==> config.mk <==
export PLATFORM = sky130hd
export DESIGN_NAME = dram_dpo_readout_flat
export DESIGN_NICKNAME = d
export VERILOG_FILES = /design/src/rtl/dram_readout_pkg.sv /design/src/rtl/dram_dpo_readout_if.sv /design/src/rtl/uart_tx_8n1.sv /design/src/rtl/dram_dpo_readout.sv /design/src/flat_wrapper.sv
export SDC_FILE = /design/constraint.sdc
export NUM_CORES = 1
export LEC_CHECK = 0
export ABC_AREA = 1
export CAP_MARGIN = 5
export CORE_ASPECT_RATIO = 0.7
export CORE_MARGIN = 5
export CORE_UTILIZATION = 43
export DETAILED_ROUTE_END_ITERATION = 12
export GPL_ROUTABILITY_DRIVEN = 0
export PLACE_DENSITY = 0.69
export SLEW_MARGIN = 0
export SYNTH_ARGS = -nofsm -noshare
export SYNTH_HDL_FRONTEND = slang
export SYNTH_SLANG_ARGS = --single-unit
==> constraint.sdc <==
create_clock -name clk -period 1.7 [get_ports clk]
set_input_delay 0.425 -clock clk [delete_from_list [all_inputs] [get_ports clk]]
set_output_delay 0.425 -clock clk [all_outputs]
set_load 0.1 [all_outputs]
==> src/rtl/dram_readout_pkg.sv <==
// Shared types and constants for the distributed-RAM DPO read-back sequencer.
package dram_readout_pkg;

  localparam int ADDR_W          = 6;
  localparam int BYTES_PER_SWEEP = 16;
  localparam int ADDRS_PER_BYTE  = 4;

  localparam logic [7:0] HEADER_DEFAULT = 8'hA5;

  typedef enum logic [2:0] {
    IDLE,
    HDR,
    READ,
    SEND,
    CSUM
  } state_t;

endpackage

==> src/rtl/dram_dpo_readout_if.sv <==
// Read port shared by the two 64x1 dual-port RAMs: one address out, one DPO bit per RAM back.
interface dram_dpo_readout_if;
  import dram_readout_pkg::*;

  logic [ADDR_W-1:0] dpra;
  logic [1:0]        dpo;

  modport master (output dpra, input dpo);
  modport slave  (input dpra, output dpo);

endinterface

==> src/rtl/uart_tx_8n1.sv <==
// UART 8N1 transmitter with a valid/ready byte input; ready only while the line is idle.
module uart_tx_8n1 #(
  parameter int CLKS_PER_BIT = 868
) (
  input  logic       clk,
  input  logic       rst_n,
  input  logic [7:0] data,
  input  logic       valid,
  output logic       ready,
  output logic       tx
);

  localparam int CNT_W = (CLKS_PER_BIT > 1) ? $clog2(CLKS_PER_BIT) : 1;
  localparam logic [CNT_W-1:0] BAUD_LAST = CNT_W'(CLKS_PER_BIT - 1);

  logic             active_q, active_d;
  logic [9:0]       shift_q, shift_d;
  logic [CNT_W-1:0] baud_q, baud_d;
  logic [3:0]       bit_q, bit_d;
  logic             tx_q, tx_d;

  always_ff @(posedge clk or negedge rst_n) begin
    if (!rst_n) begin
      active_q <= 1'b0;
      shift_q  <= '1;
      baud_q   <= '0;
      bit_q    <= '0;
      tx_q     <= 1'b1;
    end else begin
      active_q <= active_d;
      shift_q  <= shift_d;
      baud_q   <= baud_d;
      bit_q    <= bit_d;
      tx_q     <= tx_d;
    end
  end

  // shift_q[0] is the bit currently on the line; ones shift in behind the stop bit.
  always_comb begin
    active_d = active_q;
    shift_d  = shift_q;
    baud_d   = baud_q;
    bit_d    = bit_q;
    tx_d     = tx_q;
    if (!active_q) begin
      tx_d = 1'b1;
      if (valid) begin
        active_d = 1'b1;
        shift_d  = {1'b1, data, 1'b0};
        baud_d   = '0;
        bit_d    = '0;
        tx_d     = 1'b0;
      end
    end else if (baud_q == BAUD_LAST) begin
      baud_d = '0;
      if (bit_q == 4'd9) begin
        active_d = 1'b0;
      end else begin
        shift_d = {1'b1, shift_q[9:1]};
        tx_d    = shift_q[1];
        bit_d   = bit_q + 4'd1;
      end
    end else begin
      baud_d = baud_q + CNT_W'(1);
    end
  end

  assign ready = !active_q;
  assign tx    = tx_q;

endmodule

==> src/rtl/dram_dpo_readout.sv <==
// Sweeps DPRA 0..63 over two 64x1 LUTRAMs and streams header, 16 packed bytes and XOR checksum over UART.
module dram_dpo_readout
  import dram_readout_pkg::*;
#(
  parameter int         CLKS_PER_BIT = 868,
  parameter logic [7:0] HEADER       = HEADER_DEFAULT
) (
  input  logic               clk,
  input  logic               rst_n,
  input  logic               start,
  dram_dpo_readout_if.master ram,
  output logic               tx,
  output logic               busy,
  output logic               done
);

  localparam logic [1:0] LAST_K = 2'(ADDRS_PER_BYTE - 1);

  state_t            state_q, state_d;
  logic [ADDR_W-1:0] addr_q, addr_d;
  logic              phase_q, phase_d;
  logic              sent_q, sent_d;
  logic [7:0]        byte_q, byte_d;
  logic [7:0]        csum_q, csum_d;
  logic [7:0]        tx_data;
  logic              tx_valid;
  logic              tx_ready;

  always_ff @(posedge clk or negedge rst_n) begin
    if (!rst_n) begin
      state_q <= IDLE;
      addr_q  <= '0;
      phase_q <= 1'b0;
      sent_q  <= 1'b0;
      byte_q  <= '0;
      csum_q  <= '0;
    end else begin
      state_q <= state_d;
      addr_q  <= addr_d;
      phase_q <= phase_d;
      sent_q  <= sent_d;
      byte_q  <= byte_d;
      csum_q  <= csum_d;
    end
  end

  // READ spends one settle cycle after each address change, then captures both DPO bits.
  always_comb begin
    state_d  = state_q;
    addr_d   = addr_q;
    phase_d  = phase_q;
    sent_d   = sent_q;
    byte_d   = byte_q;
    csum_d   = csum_q;
    tx_valid = 1'b0;
    tx_data  = byte_q;
    done     = 1'b0;
    case (state_q)
      IDLE: begin
        if (start) begin
          state_d = HDR;
          addr_d  = '0;
          phase_d = 1'b0;
          sent_d  = 1'b0;
          csum_d  = '0;
        end
      end
      HDR: begin
        tx_valid = 1'b1;
        tx_data  = HEADER;
        if (tx_ready) state_d = READ;
      end
      READ: begin
        if (!phase_q) begin
          phase_d = 1'b1;
        end else begin
          phase_d = 1'b0;
          byte_d[{addr_q[1:0], 1'b0} +: 2] = ram.dpo;
          addr_d = addr_q + ADDR_W'(1);
          if (addr_q[1:0] == LAST_K) state_d = SEND;
        end
      end
      SEND: begin
        tx_valid = 1'b1;
        if (tx_ready) begin
          csum_d  = csum_q ^ byte_q;
          state_d = (addr_q == '0) ? CSUM : READ;
        end
      end
      CSUM: begin
        tx_data  = csum_q;
        tx_valid = !sent_q;
        if (!sent_q) begin
          if (tx_ready) sent_d = 1'b1;
        end else if (tx_ready) begin
          // Transmitter is idle again: the checksum stop bit has just finished.
          done    = 1'b1;
          state_d = IDLE;
        end
      end
      default: state_d = IDLE;
    endcase
  end

  assign busy     = (state_q != IDLE) && !done;
  assign ram.dpra = addr_q;

  uart_tx_8n1 #(
    .CLKS_PER_BIT (CLKS_PER_BIT)
  ) u_uart_tx (
    .clk   (clk),
    .rst_n (rst_n),
    .data  (tx_data),
    .valid (tx_valid),
    .ready (tx_ready),
    .tx    (tx)
  );

endmodule

==> src/flat_wrapper.sv <==
// flat-port wrapper written by rule: the top's interface ports become plain ports
module dram_dpo_readout_flat import dram_readout_pkg::*;
#(
  parameter int         CLKS_PER_BIT = 868,
  parameter logic [7:0] HEADER       = HEADER_DEFAULT
)
  (clk, rst_n, start, tx, busy, done, ram_dpra, ram_dpo);
  dram_dpo_readout_if ram_i ();
  input  logic clk;
  input  logic rst_n;
  input  logic start;
  output logic tx;
  output logic busy;
  output logic done;
  output wire logic [$bits(ram_i.dpra)-1:0] ram_dpra;
  input wire logic [$bits(ram_i.dpo)-1:0] ram_dpo;
  assign ram_dpra = ram_i.dpra;
  assign ram_i.dpo = ram_dpo;
  dram_dpo_readout #(.CLKS_PER_BIT(CLKS_PER_BIT), .HEADER(HEADER)) u_core (.clk(clk), .rst_n(rst_n), .start(start), .ram(ram_i), .tx(tx), .busy(busy), .done(done));
endmodule
Word-level counts from Yosys, hierarchy flattened
Index checks and enable logic that the tools add are counted.
W data, S select, Z words.
{"block": "word_totals", "register_bits": 53, "input_bits": 5, "elab_cells": 98}
{"block": "classes", "addsub": 4, "n_eq_ne": 16, "n_shift": 2, "n_mux": 45, "bitwise_logic": 1, "reduce_logical": 19}
{"cell": "$mux W10", "n": 7}
{"cell": "$pmux W8 S2", "n": 2}
{"cell": "$mux W3", "n": 8}
{"cell": "$mux W4", "n": 4}
{"cell": "$mux W8", "n": 2}
{"cell": "$pmux W3 S5", "n": 1}
{"cell": "$mux W1", "n": 14}
{"cell": "$mux W6", "n": 2}
{"cell": "$pmux W6 S2", "n": 1}
{"cell": "$add A10 B1 Y10 const B", "n": 1}
{"cell": "$eq A10 B10 Y1 const B", "n": 1}
{"cell": "$ne A2 B2 Y1 const B", "n": 5}
{"cell": "$reduce_and A3 Y1", "n": 3}
{"cell": "$bwmux W8", "n": 1}
{"cell": "$ne A2 B1 Y1 const B", "n": 4}
{"cell": "$reduce_and A2 Y1", "n": 4}
{"cell": "$reduce_bool A2 Y1", "n": 4}
{"cell": "$shift A2 B5 Y8 const A", "n": 1}
{"cell": "$shiftx A2 B5 Y8", "n": 1}
{"cell": "$xor A8 B8 Y8", "n": 1}
{"cell": "$reduce_and A7 Y1", "n": 1}
{"cell": "$add A6 B1 Y6 const B", "n": 1}
{"cell": "$eq A3 B2 Y1 const B", "n": 2}
{"cell": "$logic_not A6 Y1", "n": 1}
{"cell": "other kinds (12)", "n": 15}

Longest topological paths before layout
Gate-level depths: netlist of the first run.
{"block": "depth", "word_depth": 5, "ltp_mapped": 10, "mapped_depth_nobuf": 10}

Hierarchy
From an unflattened synthesis of the first run, not the netlist that was laid out.
{"block": "unflattened", "hier_cells": 407, "hier_area_um2": 3065.4}
{"mod": "dram_dpo_readout", "n_inst": 1, "cells_per_inst": 217, "area_each_um2": 1622.8, "seq_area_each_um2": 675.6}
{"mod": "uart_tx_8n1", "n_inst": 1, "cells_per_inst": 190, "area_each_um2": 1442.6, "seq_area_each_um2": 611.8}

Worst setup path before layout of the first run
OpenSTA, ideal clock, no wires.
{"block": "synth_path", "kind": "reg-to-output", "start": "reg u_core.state_q[1]", "end": "out busy", "arrival_ns": 3.133, "slack_ns": -1.858, "path_stages_with_launch": 7, "path_buffers": 0, "cell_sequence": "dfrtp_1 -> nor2_4 -> nand2_4 -> inv_4 -> nand2_1 -> nor2_1 -> nor2_1"}
{"block": "synth_between", "elab_chain_cells": 4, "elab_cells_between_ends": 5, "cone_classes": "1 x eq/ne; 1 x mux; 3 x reduce/logical"}
{"element": "from (decl)", "line_no": "dram_dpo_readout.sv:19", "text": "state_t state_q, state_d;"}
{"element": "from (signal assigned)", "line_no": "dram_dpo_readout.sv:38", "text": "state_q <= state_d;"}
{"element": "$eq A3 B3 Y1", "line_no": "dram_dpo_readout.sv:58", "text": "case (state_q)"}
{"element": "$mux W1", "line_no": "dram_dpo_readout.sv:58"}
{"element": "via done", "line_no": "flat_wrapper.sv:14", "text": "output logic done;"}
{"element": "$logic_not A1 Y1", "line_no": "dram_dpo_readout.sv:105", "text": "assign busy = (state_q != IDLE) && !done;"}
{"element": "$logic_and A1 B1 Y1", "line_no": "dram_dpo_readout.sv:105"}
{"element": "to (decl)", "line_no": "flat_wrapper.sv:13", "text": "output logic busy;"}
The timed path passes the listed nets, and every way through them passes these cells.

Final worst setup path of the first run
{"block": "layout_path", "start": "reg u_core.state_q[0]", "end": "out busy"}
{"block": "layout_between", "elab_chain_cells": 4, "elab_cells_between_ends": 5, "cone_classes": "1 x eq/ne; 1 x mux; 3 x reduce/logical"}
{"element": "$eq A3 B3 Y1", "line_no": "dram_dpo_readout.sv:58"}
{"element": "$mux W1", "line_no": "dram_dpo_readout.sv:58"}
{"element": "$logic_not A1 Y1", "line_no": "dram_dpo_readout.sv:105"}
{"element": "$logic_and A1 B1 Y1 (*)", "line_no": "dram_dpo_readout.sv:105"}
Every way passes the cells marked *; elsewhere a longest branch is shown, timed or not.

==> results of run 1 <==
==> cells by family (layout without fill, tap and decap cells) <==
logic type | count (synthesis) | count (layout) | synth area share, %
AND/OR/NAND/NOR | 206 | 207 | 33.3
buffers and inverters | 67 | 99 | 9.25
flip-flops | 51 | 51 | 43.9
AO/OA/AOI/OAI | 46 | 46 | 8.91
adder cells (fa/ha/maj) | 8 | 8 | 3.41
XOR/XNOR | 4 | 4 | 1.19
==> worst max-delay path, cell delays in order (launching register included) <==
cell and delay (ns):
dfrtp_1 0.44, nor2_4 0.14, nand2_4 0.07, inv_4 0.06
nand2_4 0.05, nor2_4 0.14, nor2_4 0.05, buf_12 0.16
==> flip-flops by register name, summed over array words and instances (netlist names), 3 cells and up <==
signal / flops
u_core.u_uart_tx.baud_q: 10
u_core.u_uart_tx.shift_q: 8
u_core.u_uart_tx.bit_q: 4
u_core.csum_q: 8
u_core.state_q: 3
u_core.byte_q: 8
u_core.ram.dpra: 6
==> path summary, 6_finish.rpt <==
path	cells past startpoint	slack (ns)	endpoint	start
max	7	-0.14	busy	u_core.state_q[0]
min	2	0.08	u_core.byte_q[4]	rst_n
max in group asynchronous	2	1.32	u_core.u_uart_tx.shift_q[1]	rst_n
min reg2reg	2	0.48	u_core.u_uart_tx.shift_q[3]	u_core.u_uart_tx.shift_q[3]
max reg2reg	10	0.10	u_core.u_uart_tx.baud_q[0]	u_core.state_q[0]
min in group clk	2	0.48	u_core.u_uart_tx.shift_q[3]	u_core.u_uart_tx.shift_q[3]
==> metal layers <==
metal / wire length, um / GRT usage (%) / vias up
met3: 270 / 3.49 / 9
met5: 0 / 0 / -
met1: 3350 / 24.2 / 1138
li1: - / - / 1290
met2: 2820 / 23.3 / 45
met4: 70 / 4.79 / 0
==> cells in the final DEF (no fill, tap or decap), drive strengths merged <==
master,n
inv,57
dfrtp,42
clkinvlp,2
nand2,94
nand3,32
xnor2,1
clkbuf,6
nand4,12
or2,6
bufinv,1
buf,30
o31ai,2
nor2,40
o22ai,3
a21oi,8
ha,8
clkdlybuf4s50,3
xor2,3
a31o,1
dfstp,9
nor3b,8
nor3,15
o21ai,32
==> power by group through the flow <==
| stage | clock network (mW) | logic (mW) | registers (mW) |
|---|---|---|---|
| after floorplan | 0 | 1.43 | 2.09 |
| after global placement | 0 | 2.17 | 1.95 |
| after detailed placement | 0 | 2.22 | 1.97 |
| after CTS | 0.878 | 2.25 | 1.95 |
| after global routing | 0.932 | 2.57 | 2.00 |
| final | 0.858 | 2.30 | 1.95 |
==> repair_timing <==
item                       4_1_cts  5_1_grt
buffers inserted                 3        4
hold endpoints to repair         0        0
gates resized for setup          1        8
setup endpoints to repair        2       24
cloned                           0        1
pin swaps                        3        5
hold buffers                     0        0
==> layout make-up <==
class,count,area [sq um]
fill,622,3120
multi-input combinational,265,1440
sequential,51,1300
timing repair buffer,33,382
inverter,58,224
tap,94,118
clock buffer,6,72.6
clock inverter,2,37.5
==> out/qor.csv, run 1 <==
stage,metric,value,unit
synth,cell area after synthesis,2930,sq um
grt,grt ovf,0,
sta,"Hold Vio Cnt, Final",0,
sta,clock period minus worst slack,1.84,ns
finish,fin cells,509,
sta,slew margin rel.,75.1,%
power,Sw Pwr,2.14,mW
power,Int Power,2.97,mW
finish,nets,427,
power,sw frac,41.9,%
power,power share of the combinational group,45.0,%
setup_path,Critical Path RT,1.27,ns
synth,Post-Syn Instances,382,
synth,top cells by instance count after synthesis,"nand2_1 (91), inv_1 (56), dfrtp_1 (42), nor2_1 (33), nand3_1 (29)",
sta,Worst Slack Setup Final,-0.141,ns
clock_network,clock sink count,51,
grt,number of global-route vias before repair,2369,
synth,register area share after synthesis,43.9,%
routing,drt via density,4.88,
grt,global-route wire length before repair,11.0,mm
flow_run,max-cap viol count,0,
clock_network,CTS tree,done,
power,clock share of power,16.8,%
sta,worst slew pin tran,0.373,ns
routing,# DRC,0,
synth,syn avg cell area,7.68,sq um
die,Die Span X,109,um
grt,largest net degree at the start of global routing,52,
setup_path,critical path startpoint category,flop,
synth,Synth cell types,30,
finish,fraction of layout cells with a size suffix above 1,21.0,%
sta,Final Cycle Share,108,%
placement,pre-CTS setup slack,0.0947,ns
synth,number of enable flip-flop cells after synthesis,0,
synth,YS warnings,0,
setup_path,worst setup path category,flop to primary output,
clock_network,Num CTS Buffers,5,
clock_network,worst skew pair latency,0.31,ns
grt,total track usage,16.2,%
finish,fin util,53.3,%
die,Core Region,6690,sq um
setup_path,worst path arrival time,1.42,ns
routing,detailed-route via count,2482,
power,Worst IR Drop VDD,0.578,mV
status,status,"complete, but fails checks",
die,standard-cell rows,25,
clock_network,Clock transition at path regs,0.09,ns
sta,Achievable Freq,543,MHz
synth,Seq cells post-synth,51,
power,P per Cell Area,1430,nW/um^2
routing,initial drt markers,106,
synth,Synth area leaders,"dfrtp_1 (36%), nand2_1 (12%), dfstp_2 (8.1%)",
finish,area grow syn2layout,21.7,%
synth,"area leader, netlist",dfrtp_1,
finish,post-route cell area,3570,sq um
min_path,min-delay worst type,input pin to async pin,
routing,TritonRoute pass-1 iters,6,
placement,post-DP HPWL,4.59,mm
sta,WHS,0.0808,ns
synth,Async SR Flop Fraction,100,%
power,share of total power in sequential cells,38.2,%
die,die area,8600,sq um
clock_network,largest buffer count on any clock path,2,
status,violated checks,setup timing,
clock_network,H-tree Lvls,2,
routing,Routed wire per std cell,12.8,um
placement,Placed Cells,493,
routing,Routed WL,6.51,mm
sta,Final TNS setup,-0.264,ns
sta,# setup viols final,2,
sta,Slew Limit Fails,0,
power,Pleak,1.67,nW
die,num ports,14,
synth,Synthesized Nets,395,
routing,Detail Route Antenna Nets,0,
placement,cell area after placement,3370,sq um
die,starting density of the core,43.8,%
power,total power,5.11,mW
sta,RSZ-0062 raised after global routing,yes,
die,Die Y,79.1,um
finish,Antenna diodes,0,
synth,top cell type's share of synthesized area,35.8,%
setup_path,crit-path max FO,4,
clock_network,clk root buf,clkbuf_8,
sta,clk_skew,0.0101,ns
setup_path,Crit. End Element,primary output,
synth,Synth Flop Type,dfrtp_1,
grt,initial antenna violation count,0,
placement,I/O Buffers,13,
synth,cell with the most instances after synthesis,nand2_1,
No activity file was read; power rests on OpenSTA's default activity.
==> run 2, diff against run 1 <==
--- a/config.mk
+++ b/config.mk
@@ -10,6 +10,7 @@
 export CORE_ASPECT_RATIO = 0.7
 export CORE_MARGIN = 5
 export CORE_UTILIZATION = 43
+export CTS_CLUSTER_SIZE = 10
 export DETAILED_ROUTE_END_ITERATION = 12
 export GPL_ROUTABILITY_DRIVEN = 0
 export PLACE_DENSITY = 0.69
==> results of run 2 <==
Final layout, timing and power as in run 1 (identical DEF).
